### src/rtl/tlul_host_port.sv
// Core req/gnt port to TL-UL host adapter: one A beat per grant, in-order D responses registered to rvalid_o.
// Grant-to-rvalid latency is 2 cycles minimum; requests stall (gnt_o=0) on a_ready=0 or at MaxOutstanding.

package tlul_pkg;

  localparam logic [2:0] PutFullData    = 3'h0;
  localparam logic [2:0] PutPartialData = 3'h1;
  localparam logic [2:0] Get            = 3'h4;
  localparam logic [2:0] AccessAck      = 3'h0;
  localparam logic [2:0] AccessAckData  = 3'h1;

  typedef struct packed {
    logic [6:0] rsvd;
    logic [3:0] instr_type;
    logic [6:0] cmd_intg;
    logic [6:0] data_intg;
  } tl_a_user_t;

  localparam tl_a_user_t TL_A_USER_DEFAULT = '{
    rsvd:       7'h0,
    instr_type: 4'h9,
    cmd_intg:   7'h0,
    data_intg:  7'h0
  };

  typedef struct packed {
    logic        a_valid;
    logic [2:0]  a_opcode;
    logic [2:0]  a_param;
    logic [1:0]  a_size;
    logic [7:0]  a_source;
    logic [31:0] a_address;
    logic [3:0]  a_mask;
    logic [31:0] a_data;
    tl_a_user_t  a_user;
    logic        d_ready;
  } tl_h2d_t;

  typedef struct packed {
    logic        d_valid;
    logic [2:0]  d_opcode;
    logic [2:0]  d_param;
    logic [1:0]  d_size;
    logic [7:0]  d_source;
    logic [0:0]  d_sink;
    logic [31:0] d_data;
    logic [13:0] d_user;
    logic        d_error;
    logic        a_ready;
  } tl_d2h_t;

endpackage

// Generic synchronous FIFO; push is dropped when full, pop is ignored when empty.
module sync_fifo #(
  parameter int Width = 8,
  parameter int Depth = 2
) (
  input  logic             clock,
  input  logic             reset,
  input  logic             i_push,
  input  logic [Width-1:0] i_data,
  input  logic             i_pop,
  output logic [Width-1:0] o_data,
  output logic             o_empty,
  output logic             o_full
);
  localparam int PW = (Depth > 1) ? $clog2(Depth) : 1;
  localparam int CW = $clog2(Depth + 1);

  logic [Width-1:0] r_mem [Depth];
  logic [PW-1:0]    r_wptr;
  logic [PW-1:0]    r_rptr;
  logic [CW-1:0]    r_count;
  logic             w_do_push;
  logic             w_do_pop;

  function automatic logic [PW-1:0] next_ptr(input logic [PW-1:0] p);
    return (p == PW'(Depth - 1)) ? '0 : p + 1'b1;
  endfunction

  assign o_empty   = (r_count == '0);
  assign o_full    = (r_count == CW'(Depth));
  assign w_do_push = i_push & ~o_full;
  assign w_do_pop  = i_pop & ~o_empty;
  assign o_data    = r_mem[r_rptr];

  always_ff @(posedge clock) begin
    if (!reset) begin
      r_wptr  <= '0;
      r_rptr  <= '0;
      r_count <= '0;
    end else begin
      if (w_do_push) r_wptr <= next_ptr(r_wptr);
      if (w_do_pop)  r_rptr <= next_ptr(r_rptr);
      case ({w_do_push, w_do_pop})
        2'b10:   r_count <= r_count + 1'b1;
        2'b01:   r_count <= r_count - 1'b1;
        default: r_count <= r_count;
      endcase
    end
  end

  always_ff @(posedge clock) begin
    if (w_do_push) r_mem[r_wptr] <= i_data;
  end
endmodule

module tlul_host_port #(
  parameter int         MaxOutstanding = 2,
  parameter logic [7:0] SrcBase        = 8'd0
) (
  input  logic              clock,
  input  logic              reset,
  input  logic              req_i,
  output logic              gnt_o,
  input  logic              we_i,
  input  logic [31:0]       addr_i,
  input  logic [3:0]        be_i,
  input  logic [31:0]       wdata_i,
  output logic              rvalid_o,
  output logic [31:0]       rdata_o,
  output logic              err_o,
  output tlul_pkg::tl_h2d_t tl_h_o,
  input  tlul_pkg::tl_d2h_t tl_h_i
);
  import tlul_pkg::*;

  localparam int SW = 2;
  localparam int OW = 3;

  logic [OW-1:0] r_outstanding;
  logic [SW-1:0] r_src;
  logic          unexp_rsp_q;
  logic          r_rvalid;
  logic [31:0]   r_rdata;
  logic          r_err;

  logic          w_room;
  logic          w_a_valid;
  logic          w_gnt;
  logic          w_d_hs;
  logic          w_rsp;
  logic [7:0]    w_src;
  logic [7:0]    w_exp_id;
  logic          w_opcode_ok;
  logic          w_err;
  logic          w_fifo_empty;
  logic          w_fifo_full;
  logic          w_unused;

  // Reset gates a_valid so nothing is issued while state is being cleared.
  assign w_room    = (r_outstanding < OW'(MaxOutstanding));
  assign w_a_valid = reset & req_i & w_room;
  assign w_gnt     = w_a_valid & tl_h_i.a_ready;
  assign w_d_hs    = tl_h_i.d_valid;
  assign w_rsp     = w_d_hs & (r_outstanding != '0);
  assign w_src     = SrcBase + {{(8-SW){1'b0}}, r_src};
  assign gnt_o     = w_gnt;

  always_comb begin
    tl_h_o           = '0;
    tl_h_o.a_valid   = w_a_valid;
    tl_h_o.a_param   = 3'h0;
    tl_h_o.a_size    = 2'd2;
    tl_h_o.a_source  = w_src;
    tl_h_o.a_address = {addr_i[31:2], 2'b00};
    tl_h_o.a_user    = TL_A_USER_DEFAULT;
    tl_h_o.d_ready   = 1'b1;
    if (!we_i) begin
      tl_h_o.a_opcode = Get;
      tl_h_o.a_mask   = 4'hF;
      tl_h_o.a_data   = 32'h0;
    end else begin
      tl_h_o.a_opcode = (be_i == 4'hF) ? PutFullData : PutPartialData;
      tl_h_o.a_mask   = be_i;
      tl_h_o.a_data   = wdata_i;
    end
  end

  sync_fifo #(
    .Width (8),
    .Depth (MaxOutstanding)
  ) u_id_fifo (
    .clock   (clock),
    .reset   (reset),
    .i_push  (w_gnt),
    .i_data  (w_src),
    .i_pop   (w_rsp),
    .o_data  (w_exp_id),
    .o_empty (w_fifo_empty),
    .o_full  (w_fifo_full)
  );

  assign w_opcode_ok = (tl_h_i.d_opcode == AccessAck) | (tl_h_i.d_opcode == AccessAckData);
  assign w_err       = tl_h_i.d_error | (tl_h_i.d_source != w_exp_id) | ~w_opcode_ok;

  always_ff @(posedge clock) begin
    if (!reset) begin
      r_outstanding <= '0;
      r_src         <= '0;
      unexp_rsp_q   <= 1'b0;
    end else begin
      case ({w_gnt, w_rsp})
        2'b10:   r_outstanding <= r_outstanding + 1'b1;
        2'b01:   r_outstanding <= r_outstanding - 1'b1;
        default: r_outstanding <= r_outstanding;
      endcase
      if (w_gnt) r_src <= (r_src == SW'(MaxOutstanding - 1)) ? '0 : r_src + 1'b1;
      if (w_d_hs && (r_outstanding == '0)) unexp_rsp_q <= 1'b1;
    end
  end

  // rdata/err hold their last value between pulses; only rvalid returns low.
  always_ff @(posedge clock) begin
    if (!reset) begin
      r_rvalid <= 1'b0;
      r_rdata  <= 32'h0;
      r_err    <= 1'b0;
    end else begin
      r_rvalid <= w_rsp;
      if (w_rsp) begin
        r_rdata <= (tl_h_i.d_opcode == AccessAckData) ? tl_h_i.d_data : 32'h0;
        r_err   <= w_err;
      end
    end
  end

  assign rvalid_o = r_rvalid;
  assign rdata_o  = r_rdata;
  assign err_o    = r_err;

  assign w_unused = ^{addr_i[1:0], tl_h_i.d_param, tl_h_i.d_size, tl_h_i.d_sink,
                      tl_h_i.d_user, w_fifo_empty, w_fifo_full};
endmodule
### config.mk
export PLATFORM = sky130hd
export DESIGN_NAME = tlul_host_port
export DESIGN_NICKNAME = d
export VERILOG_FILES = /design/src/rtl/tlul_host_port.sv
export SDC_FILE = /design/constraint.sdc
export NUM_CORES = 1
export LEC_CHECK = 0
export ABC_AREA = 1
export CAP_MARGIN = 20
export CORE_AREA = 3 3 110 112
export CTS_BUF_LIST = sky130_fd_sc_hd__clkbuf_16
export CTS_CLUSTER_SIZE = 30
export DETAILED_ROUTE_END_ITERATION = 8
export DIE_AREA = 0 0 113 115
export GPL_ROUTABILITY_DRIVEN = 1
export GPL_TIMING_DRIVEN = 0
export PLACE_DENSITY_LB_ADDON = 0.05
export SYNTH_ARGS = -nofsm -noshare
export SYNTH_HDL_FRONTEND = slang
export SYNTH_SLANG_ARGS = --single-unit
export TNS_END_PERCENT = 5
### constraint.sdc
create_clock -name clock -period 1.6 [get_ports clock]
set_input_delay 0.16 -clock clock [delete_from_list [all_inputs] [get_ports clock]]
set_output_delay 0.16 -clock clock [all_outputs]
set_load 0.005 [all_outputs]
==> metrics.cfg <==
[cts]
insertion_delay_ns = 0.28
clk_root_buffer_cell = clkbuf_16
cts_tree = yes
htree_levels = 2
numCtsBuffers = 5
cts_sinks = 48
cts_buffer_depth = 2
holdBufCountCts = 0
clk_pin_slew_ns = 0.06

[setup_path]
r2r_cells = 10
required_ns = 1.77
endpoint_kind = flop
start_kind = flop
arrival_ns = 1.89
cp_max_fo = 3
crit_type = flop to flop
reg2reg_slack_ns = -0.11

[logic_synthesis]
ys_top_cells_by_area = dfxtp_1 (30%), buf_4 (18%), nand2_1 (11%), o21ai_2 (8.6%), inv_1 (7.0%)
syn_area_mm2 = 0.00295
yosys.cell_types.count = 30
ys_warn_count = 0
ys_seq_area_share_pct = 34.0
yosysTopAreaCellShare_pct = 29.9
synth-seq-cells = 48
syn_inst = 397
postSynthAreaPerCell_um2 = 7.42
synth_top_cell_by_area = dfxtp_1

[drt]
ant_nets = 0
viasPerCell = 3.88
initialDrtViolationCount = 115
routed.top_layer = met4
wl_per_cell_um = 12.3
met2WireLength_um = 4940
drt-met1-wl_um = 3580
drtPass1Iterations = 4
routed_wirelength_um = 9610
vias = 3022
wl_met3_um = 1040
drc_errors = 0

[floorplan]
die_h_um = 115
rows = 39
fp.dieW_um = 113
core_mm2 = 0.0113
initial_utilization_pct = 26.0
ios = 284
die_area_mm2 = 0.0130

[placement]
place_congestion = 0.867
port_buffers = 189
placed_area_mm2 = 0.00517
hpwl_um = 7960
pre_cts_slack_ns = -0.474

[sta]
hold_viol = 0
fin_crit_ns = 1.71
finalSetupViolCount = 3
fin_crit_sh_pct = 107
rsz0062_at_grt = yes
tns_ns = -0.191
skew_ns = 0.00300
hold_ws_ns = 0.221
layout_setup_ws_ns = -0.114
drv_slew = 0
fmax_mhz = 583

[layout]
synthToLayoutAreaGrowth_pct = 82.8
drive_gt1_share_pct = 23.9
layout_common_cells = clkdlybuf4s50_1 (187), nand2_1 (83), buf_4 (76)
fill_cells = 1156
n_antenna_cell = 0
final_common_cell = clkdlybuf4s50_1
fin_nets = 776
utilization_pct = 47.5
final_area_mm2 = 0.00538

[min_path]
min_path_type = primary input to flop
whs_path_depth = 3

[power]
powerDensity_mw_per_mm2 = 741
power_leakage_nw = 2.53
ir_worst_vdd_mv = 0.497

[grt]
overflow = 0
grt_max_degree = 15
antenna_found_initial = 0
grt_use_total_pct = 13.1
grt_pass1_vias = 2666
grt_pass1_wl_um = 13700

[outcome]
status = finished, violations left
failed_checks = negative setup slack

[flow_run]
drv_cap = 0

==> routing by layer <==
layer / up-vias / GRT usage, %
met3: 4 / 4.37
li1: 1578 / -
met1: 1288 / 14.6
met4: 0 / 2.16
met5: - / 0
met2: 152 / 24.8
==> path summary, 6_finish.rpt <==
check	start	end
setup reg to reg	r_outstanding[1]$_SDFFE_PN0P_	r_outstanding[2]$_SDFFE_PN0P_
hold reg to reg	r_outstanding[0]$_SDFFE_PN0P_	r_outstanding[0]$_SDFFE_PN0P_
hold / removal	reset	r_src[0]$_SDFFE_PN0P_
setup / recovery	r_outstanding[1]$_SDFFE_PN0P_	r_outstanding[2]$_SDFFE_PN0P_
==> final cells by class <==
class / count / area, um^2 / area share (%)
repair buffers: 193 / 1920 / 35.7
multi-input cells: 240 / 1260 / 23.3
flip-flops and latches: 48 / 1010 / 18.7
plain buffers: 89 / 659 / 12.3
inverters: 58 / 220 / 4.09
well taps: 143 / 179 / 3.32
clock buffers: 5 / 125 / 2.32
clock inverters: 3 / 13.8 / 0.256
==> where the power goes <==
part / switching [mW] / internal [mW]
clock: 0.440 / 0.569
sequential: 0.0635 / 1.31
combinational: 0.724 / 0.880
==> cells in the mapped netlist <==
master and count:
nand2_2 1, xor2_1 1, conb_1 2, edfxtp_1 4, buf_1 2, o21ai_0 8, clkbuf_1 4, a21oi_4 1
fa_1 1, nor2_4 1, ha_1 2, nand4_1 1, nand2_1 85, nor3b_2 1, inv_2 3, a21oi_1 5
o21ai_1 2, buf_6 6, o21ai_2 29, nand3_1 36, nand2_4 1, nand3b_1 1, inv_1 55, buf_4 72
or2_2 4, dfxtp_1 44, buf_2 5, a41oi_1 1, nor2_2 2, nor2_1 17
==> sequential cells by signal, indices dropped and copies added (netlist names), named ones only <==
name,count
u_id_fifo.r_count,2
rdata_o,32
u_id_fifo.r_mem,4
u_id_fifo.r_rptr,1
r_outstanding,3
r_src,2
err_o,1
u_id_fifo.r_wptr,1
rvalid_o,1
==> worst max-delay path, cell delays in order (launching register included) <==
cell,delay (ns)
dfxtp_4,0.36
nor2_4,0.04
buf_6,0.11
a21oi_4,0.17
ha_4,0.18
inv_4,0.04
fa_2,0.37
nand2_2,0.08
nand3_2,0.06
o21ai_1,0.15
a21oi_1,0.05
==> timing repair <==
| item | CTS | global route |
|---|---|---|
| setup buffers | 4 | 0 |
| pin swaps | 3 | 8 |
| setup endpoints to repair | 6 | 33 |
| resized for setup | 6 | 16 |
| hold endpoints to repair | 0 | 0 |
==> through the flow <==
stage,total power [mW],instances
3_3_place_gp,2.85,767
2_1_floorplan,2.20,435
4_1_cts,3.95,779
6_report,3.99,779
3_5_place_dp,2.86,767
5_1_grt,4.24,779
==> cells by family after synthesis <==
kind of cell               synth area share [%]
and+or+nand+nor                            22.3
buffers and inverters                      29.7
DFF                                        34.0
AOI/OAI and AO/OA                          12.0
adders and majority gates                  1.53
other                                     0.255
xor gates and xnor gates                  0.297
No activity file was read; power rests on OpenSTA's default activity.
